$ cat src/rtl/fib_pkg.sv
// ---------------------------------------------------------------------------
// fib_pkg
// Shared constants and types for the Fibonacci request arbiter slice.
//   IDX_W        : width of a Fibonacci index
//   F_W          : width of a Fibonacci result from the core
//   MAX_IDX      : largest index whose result still fits in F_W bits
//   OVF_SENTINEL : rsp_data value returned for a rejected (too large) index
//   state_t      : arbiter FSM states
// ---------------------------------------------------------------------------
package fib_pkg;

    localparam int IDX_W   = 5;
    localparam int F_W     = 20;
    localparam int MAX_IDX = 30;

    localparam logic [F_W-1:0] OVF_SENTINEL = {F_W{1'b1}};

    typedef enum logic [1:0] {
        IDLE,
        LAUNCH,
        WAIT,
        RESP
    } state_t;

    // True when fib(idx) would not fit in the F_W-bit core result.
    function automatic logic idx_overflows(input logic [IDX_W-1:0] idx);
        return (int'(idx) > MAX_IDX);
    endfunction

endpackage

$ cat src/rtl/fib_req_arbiter_if.sv
// ---------------------------------------------------------------------------
// fib_req_arbiter_if
// Requester-side bus of the Fibonacci arbiter.
//   req       : per-requester request level
//   req_idx   : packed indices, slot k = [k*IDX_W +: IDX_W]
//   req_ack   : one-hot pulse, request k accepted
//   rsp_valid : one-hot pulse, response for requester k
//   rsp_data  : result, valid with rsp_valid
//   rsp_err   : error flag, valid with rsp_valid
// Modports: master = requesters, slave = arbiter.
// ---------------------------------------------------------------------------
interface fib_req_arbiter_if #(
    parameter int N_REQ = 4
);
    import fib_pkg::*;

    logic [N_REQ-1:0]       req;
    logic [N_REQ*IDX_W-1:0] req_idx;
    logic [N_REQ-1:0]       req_ack;
    logic [N_REQ-1:0]       rsp_valid;
    logic [F_W-1:0]         rsp_data;
    logic                   rsp_err;

    modport master (
        output req, req_idx,
        input  req_ack, rsp_valid, rsp_data, rsp_err
    );

    modport slave (
        input  req, req_idx,
        output req_ack, rsp_valid, rsp_data, rsp_err
    );

endinterface

$ cat src/rtl/fib_req_arbiter_rr_picker.sv
// ---------------------------------------------------------------------------
// rr_picker
// Combinational round-robin selector: picks the first set request bit at or
// above the pointer, wrapping around to bit 0.
//   req_i     : request vector
//   ptr_i     : highest-priority position this round
//   gnt_o     : one-hot grant (zero when nothing is requested)
//   gnt_idx_o : binary index of the granted bit
//   any_o     : at least one request is set
// ---------------------------------------------------------------------------
module rr_picker #(
    parameter int N     = 4,
    parameter int PTR_W = (N > 1) ? $clog2(N) : 1
) (
    input  logic [N-1:0]     req_i,
    input  logic [PTR_W-1:0] ptr_i,
    output logic [N-1:0]     gnt_o,
    output logic [PTR_W-1:0] gnt_idx_o,
    output logic             any_o
);

    // Walk the positions in priority order starting at the pointer; the
    // first requester found wins and later ones are masked by 'found'.
    always_comb begin
        logic [PTR_W-1:0] k;
        logic             found;
        gnt_o     = '0;
        gnt_idx_o = '0;
        found     = 1'b0;
        k         = '0;
        for (int off = 0; off < N; off++) begin
            k = PTR_W'((int'(ptr_i) + off) % N);
            if (!found && req_i[k]) begin
                found     = 1'b1;
                gnt_o[k]  = 1'b1;
                gnt_idx_o = k;
            end
        end
    end

    assign any_o = |req_i;

endmodule

$ cat src/rtl/fib_req_arbiter.sv
// ---------------------------------------------------------------------------
// fib_req_arbiter
// Round-robin scheduler sharing one Fibonacci core between N_REQ requesters.
// One index is accepted per grant, the core is started, the result is
// captured and returned only to the winning requester. Indices whose result
// would overflow F_W bits are rejected without starting the core, and a
// watchdog aborts a core that never signals completion.
//   clk, reset_n    : clock, asynchronous active-low reset
//   bus (slave)     : requester-side request/response bus
//   busy            : FSM is not IDLE
//   fib_start       : one-cycle start pulse to the core
//   fib_i           : index to the core, held until the next grant
//   fib_ready       : core idle
//   fib_done_tick   : core completion pulse
//   fib_f           : core result, valid with fib_done_tick
// ---------------------------------------------------------------------------
module fib_req_arbiter
    import fib_pkg::*;
#(
    parameter int N_REQ   = 4,
    parameter int TIMEOUT = 64
) (
    input  logic                 clk,
    input  logic                 reset_n,
    fib_req_arbiter_if.slave     bus,
    output logic                 busy,
    output logic                 fib_start,
    output logic [IDX_W-1:0]     fib_i,
    input  logic                 fib_ready,
    input  logic                 fib_done_tick,
    input  logic [F_W-1:0]       fib_f
);

    localparam int GW  = (N_REQ > 1) ? $clog2(N_REQ) : 1;
    localparam int WDW = (TIMEOUT > 2) ? $clog2(TIMEOUT) : 1;

    // The watchdog is cleared in LAUNCH and counts WAIT cycles from zero, so
    // leaving WAIT when it holds TIMEOUT-2 puts the error response exactly
    // TIMEOUT cycles after the fib_start pulse.
    localparam logic [WDW-1:0] WD_LAST = WDW'(TIMEOUT - 2);

    state_t             state_q, state_d;
    logic [GW-1:0]      grant_q, grant_d;
    logic [N_REQ-1:0]   gnt_oh_q, gnt_oh_d;
    logic [IDX_W-1:0]   idx_q, idx_d;
    logic [GW-1:0]      ptr_q, ptr_d;
    logic [WDW-1:0]     wdog_q, wdog_d;
    logic               ovf_q, ovf_d;
    logic [F_W-1:0]     data_q, data_d;
    logic               err_q, err_d;

    logic [N_REQ-1:0]   pick_gnt;
    logic [GW-1:0]      pick_idx;
    logic               any_req;
    logic [IDX_W-1:0]   pick_val;

    rr_picker #(
        .N     (N_REQ),
        .PTR_W (GW)
    ) u_picker (
        .req_i     (bus.req),
        .ptr_i     (ptr_q),
        .gnt_o     (pick_gnt),
        .gnt_idx_o (pick_idx),
        .any_o     (any_req)
    );

    assign pick_val = bus.req_idx[pick_idx*IDX_W +: IDX_W];

    // State and transaction registers; a reset drops any transaction in
    // flight without producing a response.
    always_ff @(posedge clk or negedge reset_n) begin
        if (!reset_n) begin
            state_q  <= IDLE;
            grant_q  <= '0;
            gnt_oh_q <= '0;
            idx_q    <= '0;
            ptr_q    <= '0;
            wdog_q   <= '0;
            ovf_q    <= 1'b0;
            data_q   <= '0;
            err_q    <= 1'b0;
        end else begin
            state_q  <= state_d;
            grant_q  <= grant_d;
            gnt_oh_q <= gnt_oh_d;
            idx_q    <= idx_d;
            ptr_q    <= ptr_d;
            wdog_q   <= wdog_d;
            ovf_q    <= ovf_d;
            data_q   <= data_d;
            err_q    <= err_d;
        end
    end

    // Next-state logic. The response data/flag are loaded on the way into
    // RESP so they appear with rsp_valid and then hold until the next RESP.
    always_comb begin
        state_d  = state_q;
        grant_d  = grant_q;
        gnt_oh_d = gnt_oh_q;
        idx_d    = idx_q;
        ptr_d    = ptr_q;
        wdog_d   = wdog_q;
        ovf_d    = ovf_q;
        data_d   = data_q;
        err_d    = err_q;

        case (state_q)
            IDLE: begin
                if (any_req && fib_ready) begin
                    grant_d  = pick_idx;
                    gnt_oh_d = pick_gnt;
                    idx_d    = pick_val;
                    if (idx_overflows(pick_val)) begin
                        ovf_d   = 1'b1;
                        data_d  = OVF_SENTINEL;
                        err_d   = 1'b1;
                        state_d = RESP;
                    end else begin
                        ovf_d   = 1'b0;
                        state_d = LAUNCH;
                    end
                end
            end
            LAUNCH: begin
                wdog_d  = '0;
                state_d = WAIT;
            end
            WAIT: begin
                // Completion is checked first so a done_tick landing on the
                // timeout cycle still counts as success.
                if (fib_done_tick) begin
                    data_d  = fib_f;
                    err_d   = 1'b0;
                    state_d = RESP;
                end else if (wdog_q == WD_LAST) begin
                    data_d  = '0;
                    err_d   = 1'b1;
                    state_d = RESP;
                end else begin
                    wdog_d = wdog_q + WDW'(1);
                end
            end
            RESP: begin
                ptr_d   = (int'(grant_q) == N_REQ - 1) ? '0 : grant_q + GW'(1);
                state_d = IDLE;
            end
            default: begin
                state_d = IDLE;
            end
        endcase
    end

    // Rejected indices never visit LAUNCH, so their acknowledge is issued
    // together with the error response.
    assign bus.req_ack   = ((state_q == LAUNCH) || ((state_q == RESP) && ovf_q))
                           ? gnt_oh_q : '0;
    assign bus.rsp_valid = (state_q == RESP) ? gnt_oh_q : '0;
    assign bus.rsp_data  = data_q;
    assign bus.rsp_err   = err_q;
    assign busy          = (state_q != IDLE);
    assign fib_start     = (state_q == LAUNCH);
    assign fib_i         = idx_q;

endmodule

$ cat src/flat_wrapper.sv
// flat-port wrapper written by rule: the top's interface ports become plain ports
module fib_req_arbiter_flat import fib_pkg::*;
#(
    parameter int N_REQ   = 4,
    parameter int TIMEOUT = 64
)
  (clk, reset_n, busy, fib_start, fib_i, fib_ready, fib_done_tick, fib_f, bus_req, bus_req_idx, bus_req_ack, bus_rsp_valid, bus_rsp_data, bus_rsp_err);
  fib_req_arbiter_if #(.N_REQ(N_REQ)) bus_i ();
  input  logic clk;
  input  logic reset_n;
  output logic busy;
  output logic fib_start;
  output logic [IDX_W-1:0] fib_i;
  input  logic fib_ready;
  input  logic fib_done_tick;
  input  logic [F_W-1:0] fib_f;
  input wire logic [$bits(bus_i.req)-1:0] bus_req;
  input wire logic [$bits(bus_i.req_idx)-1:0] bus_req_idx;
  output wire logic [$bits(bus_i.req_ack)-1:0] bus_req_ack;
  output wire logic [$bits(bus_i.rsp_valid)-1:0] bus_rsp_valid;
  output wire logic [$bits(bus_i.rsp_data)-1:0] bus_rsp_data;
  output wire logic [$bits(bus_i.rsp_err)-1:0] bus_rsp_err;
  assign bus_i.req = bus_req;
  assign bus_i.req_idx = bus_req_idx;
  assign bus_req_ack = bus_i.req_ack;
  assign bus_rsp_valid = bus_i.rsp_valid;
  assign bus_rsp_data = bus_i.rsp_data;
  assign bus_rsp_err = bus_i.rsp_err;
  fib_req_arbiter #(.N_REQ(N_REQ), .TIMEOUT(TIMEOUT)) u_core (.clk(clk), .reset_n(reset_n), .bus(bus_i), .busy(busy), .fib_start(fib_start), .fib_i(fib_i), .fib_ready(fib_ready), .fib_done_tick(fib_done_tick), .fib_f(fib_f));
endmodule
$ cat config.mk
export PLATFORM = sky130hd
export DESIGN_NAME = fib_req_arbiter_flat
export DESIGN_NICKNAME = d
export VERILOG_FILES = /design/src/rtl/fib_pkg.sv /design/src/rtl/fib_req_arbiter_if.sv /design/src/rtl/fib_req_arbiter_rr_picker.sv /design/src/rtl/fib_req_arbiter.sv /design/src/flat_wrapper.sv
export SDC_FILE = /design/constraint.sdc
export NUM_CORES = 1
export LEC_CHECK = 0
export CAP_MARGIN = 20
export CORE_AREA = 2 2 85 63
export CTS_BUF_LIST = sky130_fd_sc_hd__clkbuf_4 sky130_fd_sc_hd__clkbuf_8
export CTS_CLUSTER_SIZE = 20
export DETAILED_ROUTE_END_ITERATION = 10
export DIE_AREA = 0 0 87 65
export DONT_BUFFER_PORTS = 1
export PLACE_DENSITY_LB_ADDON = 0.15
export SLEW_MARGIN = 20
export SYNTH_ARGS = -nofsm -noshare
export SYNTH_HDL_FRONTEND = slang
export SYNTH_SLANG_ARGS = --single-unit
$ cat constraint.sdc
create_clock -name clk -period 3 [get_ports clk]
set_input_delay 0.3 -clock clk [delete_from_list [all_inputs] [get_ports clk]]
set_output_delay 0.3 -clock clk [all_outputs]
set_load 0.01 [all_outputs]
==> summary.md <==
| Metric | Value |
|---|---|
| Root Buffer | clkbuf_8 |
| Initial DRC Count | 163 |
| Mapped Cells | 290 |
| Avg Vias per Cell | 6.33 |
| Post-synthesis mux area share | 0.0529 |
| GR Util met1 | 0.318 |
| Startpoint Class | flip-flop |
| CTS Buffer Depth | 2 |
| Final setup viols | 0 |
| Drc violations | 0 |
| Initial Utilization | 0.572 |
| Area Overhead vs Synth | 5.02% |
| Layer carrying the most global-route usage | met2 |
| Max Clock Freq | 361 MHz |
| H-tree level count | 2 |
| Fillers | 414 |
| Crit. End Element | flip-flop |
| Sequence of cells on the critical path | inv_1, ha_1, o311a_1, o21ai_4, mux2i_1, nor3_2, nor3_4, buf_4, a2bb2oi_2 |
| Synth area leader | dfrtp_1 |
| Most common cell in the netlist | nand2_1 |
| Total number of vias | 2204 |
| Remaining global-route overflow | 0 |
| Final GP Congestion | 0.817 |
| Die Ht | 65 µm |
| FF/Latch Area | 1080 µm² |
| Share of the synthesized area in the top cell type | 0.382 |
| GRT Overall Usage | 0.223 |
| R2R setup slack | 230 ps |
| Setup CP Type | reg -> reg |
| Worst relative slew slack | 0.459 |
| Die area | 5660 µm² |
| Final period utilization | 0.924 |
| Setup_tns | 0 ps |
| Sequential area share after synthesis | 0.382 |
| Synth cell types | 43 |
| Post-synthesis register bit count | 43 |
| # rows | 22 |
| Arr. time, crit path | 3010 ps |
| Die width | 87 µm |
| Pleak | 1.29 nW |
| Synth top cells by count | nand2_1, dfrtp_1, o21ai_0 |
| ANT cells | 0 |
| Post-synth ARST share | 1.00 |
| Antenna violations before repair | 0 |
| Top FF cell, synth | dfrtp_1 |
| Clock Sinks | 43 |
| RSZ-0062 raised after global routing | false |
| Area contributors post-synth | dfrtp_1, a2bb2oi_2, nand2_1 |
| Max Slew Vio Count | 0 |
| Worst min path class | in -> reg |
| Period minus WS final | 2770 ps |
| DP HPWL | 4.32 mm |
| Multi-input logic area | 1600 µm² |
| Num ports | 84 |
| Synthesized cell area | 2820 µm² |
| Syn Nets | 350 |
| Grt met3 use | 0.0739 |
| Mapped Avg Cell Area | 9.71 µm² |
| CTS tree | yes |
| Core Box Area | 4930 µm² |
| Tot Pwr | 2.86 mW |
| ANT nets after route | 0 |
| Port Buf Inserts | 0 |
| Synth warn | 0 |
| Max IR drop VDD | 0.000451 V |
| Met2 Usage GRT | 0.320 |
| Share of layout cells above drive strength 1 | 0.167 |
| Routed wire length | 6.05 mm |
| Worst Tran Pin Value | 809 ps |
| Post-synth EDFFs | 0 |
| Req. time, crit path | 3240 ps |
| Number of global-route vias before repair | 2043 |
| Worst-Skew Late Latency | 310 ps |
| Power Density | 967 nW/µm² |
| Post-synthesis simple-gate area fraction | 0.179 |
| Post-synthesis compound-gate area fraction | 0.280 |
| Clk slew on worst S/H paths | 100 ps |
| Synth Area in XOR/XNOR | 0 |
| Max-Cap Viols | 0 |
| Worst path max stage delay | 480 ps |
| Post-Synth Adder-Cell Area | 0.0533 |
| Wire per inst | 17.4 µm |
| Crit Path Max Fanout | 20 |
| Slowest stage cell on the critical path | dfrtp_1 |
| CTS Buf Count | 5 |
| Fin Clk Skew | 9.62 ps |
| Hold Violations, Final | 0 |
| Status | finished, final reports clean |
| First drt pass iteration count | 4 |
| Nets | 347 |
| Largest family of logic cells by synthesized area | compound AO/OA/AOI/OAI gates |
| Largest net degree at the start of global routing | 44 |
| First-pass GRT wire length | 9.87 mm |
-- stage by stage --
stage          std cells  cell area (µm²)  worst slack [ps]  hold slack, ps  utilization
2_1_floorplan        290             2820               457            4.41            -
3_3_place_gp         338             2820               324            5.28        0.573
3_5_place_dp         338             2820               210            5.31        0.573
4_1_cts              348             2950               191             120        0.600
5_1_grt              348             2960              38.1             118        0.600
6_report             348             2960               227             126        0.600
-- area by class of cell --
cell class,instances,area share
Clock inverter,3,0.00804
Multi-Input combinational cell,220,0.540
Inverter,10,0.0127
Timing Repair Buffer,7,0.0266
Sequential cell,43,0.364
Tap cell,60,0.0254
Clock buffer,5,0.0233
-- sequential cells by signal, summed over array words and instances (netlist names) --
name                 flops
u_core.bus.rsp_data     20
u_core.wdog_q            6
u_core.fib_i             5
u_core.gnt_oh_q          4
u_core.grant_q           2
u_core.ptr_q             2
u_core.state_q           2
u_core.bus.rsp_err       1
u_core.ovf_q             1
-- cell families after synthesis --
logic type | count (synthesis)
buffers and inverters | 27
muxes | 14
adders and majority gates | 12
AOI/OAI and AO/OA | 91
and+or+nand+nor | 103
DFF | 43
-- routing by layer --
| layer | vias to the layer above | part of all wire |
|---|---|---|
| li1 | 1054 | - |
| met2 | 95 | 0.42 |
| met5 | - | 0 |
| met3 | 7 | 0.11 |
| met1 | 1048 | 0.46 |
| met4 | 0 | 0.011 |
-- report_power, final --
group | leakage [nW] | switching (mW) | internal [mW]
clock | 0.0408 | 0.229 | 0.167
combinational | 0.757 | 0.823 | 0.655
sequential | 0.491 | 0.218 | 0.768
-- placed cells by master, fill, tap and decap left out, types with 2 or more instances in the layout --
cell,synthesis,routed
dfrtp_1,43,43
a21boi_0,5,5
a2bb2oi_2,20,20
a21oi_1,5,5
o31ai_1,2,2
o22ai_1,2,2
and3_1,8,8
nand2_1,53,53
a311oi_1,2,2
mux2i_1,7,7
clkbuf_8,0,5
a21o_1,5,5
buf_4,2,4
nor3_1,5,5
nor2b_1,6,6
nor3_2,3,2
nor2_1,9,9
inv_1,10,10
o21ai_0,29,29
nand3_1,10,10
ha_1,12,12
and2_1,4,4
clkinvlp_4,0,2
a22o_1,6,6
mux2_2,7,7
a222oi_1,4,4
-- final timing paths --
check,start,to,cells after the start
max in group asynchronous,reset_n,u_core.bus.rsp_data[10]$_DFFE_PN0P_,2
worst max register to register,u_core.ptr_q[1]$_DFFE_PN0N_,u_core.bus.rsp_data[12]$_DFFE_PN0P_,9
worst max-delay path,u_core.ptr_q[1]$_DFFE_PN0N_,u_core.bus.rsp_data[12]$_DFFE_PN0P_,9
min in group asynchronous,reset_n,u_core.bus.rsp_data[0]$_DFFE_PN0P_,2
worst min-delay path,fib_done_tick,u_core.bus.rsp_data[8]$_DFFE_PN0P_,2
worst min register to register,u_core.ovf_q$_DFFE_PN0P_,u_core.ovf_q$_DFFE_PN0P_,2
-- timing repair --
item / in CTS / in global routing
hold endpoints to repair: 43 / 0
hold buffers: 2 / 0
setup buffers: 0 / 0
setup endpoints to repair: 0 / 20
gates resized for setup: 0 / 1
-- worst max-delay path, delay by kind of cell, from the launching register on --
kind                       cells  cell delay, ps
muxes                          1             350
DFF                            1             480
and+or+nand+nor                2             290
adders and majority gates      1             420
buffers and inverters          2             480
AOI/OAI and AO/OA              3             670
No activity file was read; power rests on OpenSTA's default activity.
==> RTL edit 1 (same flow settings) <==
`data_q` no longer has a reset.
--- a/src/rtl/fib_req_arbiter.sv
+++ b/src/rtl/fib_req_arbiter.sv
@@ -78,7 +78,6 @@
             ptr_q    <= '0;
             wdog_q   <= '0;
             ovf_q    <= 1'b0;
-            data_q   <= '0;
             err_q    <= 1'b0;
         end else begin
             state_q  <= state_d;
@@ -88,9 +87,12 @@
             ptr_q    <= ptr_d;
             wdog_q   <= wdog_d;
             ovf_q    <= ovf_d;
-            data_q   <= data_d;
             err_q    <= err_d;
         end
+    end
+
+    always_ff @(posedge clk) begin
+        data_q <= data_d;
     end
 
     // Next-state logic. The response data/flag are loaded on the way into
Check against the original RTL: not equivalent (Yosys sat finds a counterexample within 4 cycles, from zero or initial values and one cycle with reset_n low).
==> RTL edit 1 against the unedited design <==
Sequential cell count is the same. Routed wire length shrank 11%. Worst setup slack lost 0.0033 ns. Final cell count shrank 10%. Design area shrank 6.0%. Die area is the same. Synthesized area shrank 10%. Critical path depth shrank 1. Power grew 3.8%. Critical path type unchanged. Largest cell class unchanged.
==> RTL edit 1: results (changes against the unedited design) <==
OUTCOME
------------------------------------------------------------------------------
Outcome ......................................................... finished, final reports clean

DRT
------------------------------------------------------------------------------
Average wire length per cell after detail routing ...............      17.2 um   -1.3%
DR iter-0 viols .................................................          108   -34%
Total routed wirelength .........................................      5.37 mm   -11%
Via Count .......................................................         1858   -16%

CRITICAL PATH
------------------------------------------------------------------------------
Depth of the most critical reg-to-reg path ......................            8   -1
Capturing instance or port of the critical path ................. u_core.fib_i[3]$_DFFE_PN0P_
Critical Path AT ................................................      2.96 ns   -0.05 ns
Worst r2r src ................................................... u_core.ptr_q[0]$_DFFE_PN0N_
Delay of the slowest cell on the worst path .....................      0.51 ns   +0.03 ns
Max FO, Critical Path ...........................................            6   -70%

YOSYS
------------------------------------------------------------------------------
Xor and xnor area share after synthesis .........................       0.695%   +0.69 points
Mean cell area of the mapped netlist ............................    10.2 um^2   +5.5%
Adder and majority gate portion of the synthesized area .........        5.96%   +0.62 points
Number of synthesized flops with an enable pin ..................           20   +20
Number of different library cells in the post-synthesis netlist .           44   +2.3%
Cell types with the highest counts after synthesis .............. 57 x sky130_fd_sc_hd__nand2_1, 23 x sky130_fd_sc_hd__dfrtp_1, 20 x sky130_fd_sc_hd__edfxtp_1
Synthesized-area fraction occupied by ao, oa, aoi and oai cells .        14.0%   -14 points
Async set or reset register ratio after synthesis ...............        53.5%   -47 points

STA
------------------------------------------------------------------------------
Worst setup margin ..............................................     0.224 ns   -0.00332 ns
Measured slew at the worst slew-check pin .......................     0.650 ns   -0.159 ns
Worst hold slack after final layout .............................     0.190 ns   +0.0647 ns

GRT
------------------------------------------------------------------------------
Vias in the first global route ..................................         1734   -15%
Maximum number of pins on one net before global-route repair ....           30   -32%
Overall Global Routing Usage ....................................        19.4%   -2.8 points

PLACEMENT
------------------------------------------------------------------------------
Final weighted congestion in routability-driven placement .......        0.829   +1.5%

MIN PATH
------------------------------------------------------------------------------
Origin of the worst min-delay path ..............................    fib_f[17]

LAYOUT
------------------------------------------------------------------------------
Count of filler cells inserted in the layout ....................          433   +4.6%
Final core utilization ..........................................        56.4%   -3.6 points
Clock-cell share of area ........................................        3.20%   +0.066 points
Non-clock buffer count ..........................................           10   +3
Clock Buffer Count ..............................................            6   +1
Multi-input gate area in the final layout .......................    1300 um^2   -19%

POWER AND IR DROP
------------------------------------------------------------------------------
Worst supply voltage drop on vdd ................................     0.495 mV   +9.7%

CTS
------------------------------------------------------------------------------
Insertion delay to the later sink of the worst-skew pair ........      0.29 ns   -0.02 ns
Clk pin slew, worst setup/hold paths ............................      0.08 ns   -0.02 ns

-- RTL edit 1: changes by cell type in the layout (fill, tap and decap cells not counted), sizes merged, moves of 7 or more --
cell / before / now
dfrtp: 43 / 23
mux4: 0 / 7
a2bb2oi: 20 / 0
edfxtp: 0 / 20
o21ai: 30 / 15
mux2i: 7 / 0
-- RTL edit 1: timing repair --
item | in CTS | in global routing
buffers inserted | 0 | 0
setup endpoints to repair | 0 | 20
hold buffers | 2 | 0
hold endpoints to repair | 23 | 0
gates resized for setup | 0 | 1
-- RTL edit 1: metal layers --
metal,GRT usage (%),vias to the layer above,routed length (um),part of all wire (%)
met5,0,-,0,0
met4,5.27,0,54,1.0
met3,5.86,6,389,7.2
met2,27.9,69,2350,44
met1,28.5,883,2580,48
li1,-,900,-,-
-- RTL edit 1: where the power goes --
| group | switching [W] | internal [W] |
|---|---|---|
| clock | 0.000200 | 0.000172 |
| sequential | 0.000195 | 0.000918 |
| combinational | 0.000824 | 0.000658 |
| total | 0.00122 | 0.00175 |
==> RTL edit 2 (same settings) <==
Made on the original files. Set the package constant `F_W` to 28 (it was 20).
--- a/src/rtl/fib_pkg.sv
+++ b/src/rtl/fib_pkg.sv
@@ -10,7 +10,7 @@
 package fib_pkg;
 
     localparam int IDX_W   = 5;
-    localparam int F_W     = 20;
+    localparam int F_W     = 28;
     localparam int MAX_IDX = 30;
 
     localparam logic [F_W-1:0] OVF_SENTINEL = {F_W{1'b1}};
Interface: changed (resized bus_rsp_data and fib_f); port bits go from 84 to 100. No check against the original RTL was run, so the function may have changed too.
==> RTL edit 2 against the unedited design <==
The run now ends with negative setup slack left. Sequential cell count rose by 8. First-iteration DRC count is 83% higher. Design area is 39% higher. Synthesized area increased by 23%. Clock skew is essentially flat. Routed wire length increased by 59%. Worst setup slack got worse by 0.55 ns. Global-route usage grew 12 points. Critical path type unchanged. Largest cell class unchanged.
Power is not compared: it rests on default switching activity, and its combinational part moved more than twofold at a synthesized area within 25%.
==> RTL edit 2: results (changes against the unedited design) <==
OUTCOME
------------------------------------------------------------------------------
Outcome ......................................................... finished, violations left
Violated checks ................................................. negative setup slack

DRT
------------------------------------------------------------------------------
Drt pass-1 iters ................................................            5   +1
Total routed wirelength .........................................      9.59 mm   +59%
Wire length on met2 .............................................      4.25 mm   +68%
WL met1 .........................................................      4.07 mm   +47%
WL met3 .........................................................      1.03 mm   +52%
Via-per-instance ratio ..........................................         6.66   +5.2%
DR iter-0 viols .................................................          298   +83%

POWER AND IR DROP
------------------------------------------------------------------------------
Worst supply voltage drop on vdd ................................     0.739 mV

YOSYS
------------------------------------------------------------------------------
Register area share after synthesis .............................        36.8%   -1.4 points
Yosys warnings ..................................................            0   unchanged
Post-synth net total ............................................          469   +34%
Top cells by area, synth ........................................ sky130_fd_sc_hd__dfrtp_1 37%, sky130_fd_sc_hd__nand2_1 9.0%, sky130_fd_sc_hd__o211ai_1 6.7%
Number of different library cells in the post-synthesis netlist .           56   +30%
Cell types with the highest counts after synthesis .............. 83 x sky130_fd_sc_hd__nand2_1, 51 x sky130_fd_sc_hd__dfrtp_1, 31 x sky130_fd_sc_hd__o211ai_1, 31 x sky130_fd_sc_hd__o21a_1, 23 x sky130_fd_sc_hd__nor2_1

GRT
------------------------------------------------------------------------------
GR Layer Usage met2 .............................................        49.7%   +18 points
Vias in the first global route ..................................         3038   +49%
Maximum number of pins on one net before global-route repair ....           52   +18%
Overall Global Routing Usage ....................................        34.5%   +12 points
Antenna violations before repair ................................            0   unchanged
Met3 usage in global routing ....................................        10.8%   +3.4 points
First-pass GRT wire length ......................................      15.2 mm   +54%
Met1 capacity usage during global routing .......................        50.1%   +18 points

CRITICAL PATH
------------------------------------------------------------------------------
Max FO, Critical Path ...........................................            8   -60%
Delay of the slowest cell on the worst path .....................      0.60 ns   +0.12 ns
Worst path slowest cell ......................................... sky130_fd_sc_hd__mux4_2
Critical Path AT ................................................      3.51 ns   +0.50 ns

STA
------------------------------------------------------------------------------
Clock tree skew after final layout ..............................   0.00948 ns   -0.000138 ns
Final setup vio count ...........................................           31   +31
Summed negative setup slack over all endpoints ..................     -8.84 ns   -8.84 ns
Worst setup margin ..............................................    -0.325 ns   -0.552 ns
Measured slew at the worst slew-check pin .......................     0.691 ns   -0.117 ns

CTS
------------------------------------------------------------------------------
Buffers inserted by post-CTS timing repair ......................            5   +5
Total of cells resized after clock tree synthesis ...............           24   +24

LAYOUT
------------------------------------------------------------------------------
Nets ............................................................          497   +43%
Max reg flops ...................................................           28   +40%
Fraction of layout cells with a size suffix above 1 .............        22.3%   +5.7 points

PLACEMENT
------------------------------------------------------------------------------
Post-detailed-placement half-perimeter wirelength ...............      6.66 mm   +54%
Final weighted congestion in routability-driven placement .......        0.964   +18%
Post-Place Cell Area ............................................    3730 um^2   +32%

-- RTL edit 2: cell count changes in the layout (fill, tap and decap cells not counted), moves of 9 or more --
cell,change
sky130_fd_sc_hd__a2bb2oi_2,-19
sky130_fd_sc_hd__buf_4,+34
sky130_fd_sc_hd__buf_6,+9
sky130_fd_sc_hd__nand2_1,+29
sky130_fd_sc_hd__nor2_1,+14
sky130_fd_sc_hd__o211ai_1,+31
sky130_fd_sc_hd__o21a_1,+29
-- RTL edit 2: area by class of cell --
class | count | area (um^2)
clock buffers | 7 | 96.3
clock inverters | 1 | 7.51
fillers | 300 | 822
flip-flops and latches | 51 | 1280
well taps | 60 | 75.1
inverters | 12 | 50.0
multi-input cells | 308 | 2140
repair buffers | 51 | 455
-- RTL edit 2: power groups by stage --
stage / Combinational, W / Sequential [W] / Clock (W)
finish: 0.00317 / 0.00134 / 0.000435
global route: 0.00342 / 0.00137 / 0.000465
CTS: 0.00294 / 0.00133 / 0.000436
detailed placement: 0.00264 / 0.00135 / 0
global placement: 0.00256 / 0.00133 / 0
floorplan: 0.00201 / 0.00127 / 0
-- RTL edit 2: worst paths after layout --
check,startpoint,to,slack [ns],cells past startpoint
max in group asynchronous,reset_n,u_core.ptr_q[0]$_DFFE_PN0N_,2.25,2
min reg2reg,u_core.gnt_oh_q[1]$_DFFE_PN0P_,u_core.gnt_oh_q[1]$_DFFE_PN0P_,0.51,2
min,fib_done_tick,u_core.bus.rsp_err$_DFFE_PN0P_,0.19,2
max reg2reg,u_core.ptr_q[0]$_DFFE_PN0N_,u_core.bus.rsp_data[16]$_DFFE_PN0P_,-0.33,13
min in group asynchronous,reset_n,u_core.gnt_oh_q[3]$_DFFE_PN0P_,0.49,2
max,u_core.ptr_q[0]$_DFFE_PN0N_,u_core.bus.rsp_data[16]$_DFFE_PN0P_,-0.33,13
-- RTL edit 2: cells by family (layout without fill, tap and decap cells) --
family	count (synthesis)	count (layout)	share of synthesized area [%]
simple gates	149	149	19.7
compound gates	137	137	28.8
flops	51	51	36.8
fa+ha+maj	12	12	4.33
buf+inv	42	71	6.03
xor+xnor	1	1	0.253
mux	9	9	4.15
-- RTL edit 2: metrics by stage --
| step | util [%] | worst slack [ns] | hold slack [ns] | cells | total power [W] |
|---|---|---|---|---|---|
| floorplan | - | -0.364 | 0.00441 | 401 | 0.00327 |
| global placement | 75.7 | -0.254 | 0.00546 | 467 | 0.00389 |
| detailed placement | 75.7 | -0.358 | 0.00548 | 467 | 0.00398 |
| CTS | 82.0 | -0.249 | 0.194 | 485 | 0.00471 |
| global route | 83.3 | -0.427 | 0.221 | 490 | 0.00526 |
| finish | 83.3 | -0.325 | 0.195 | 490 | 0.00495 |
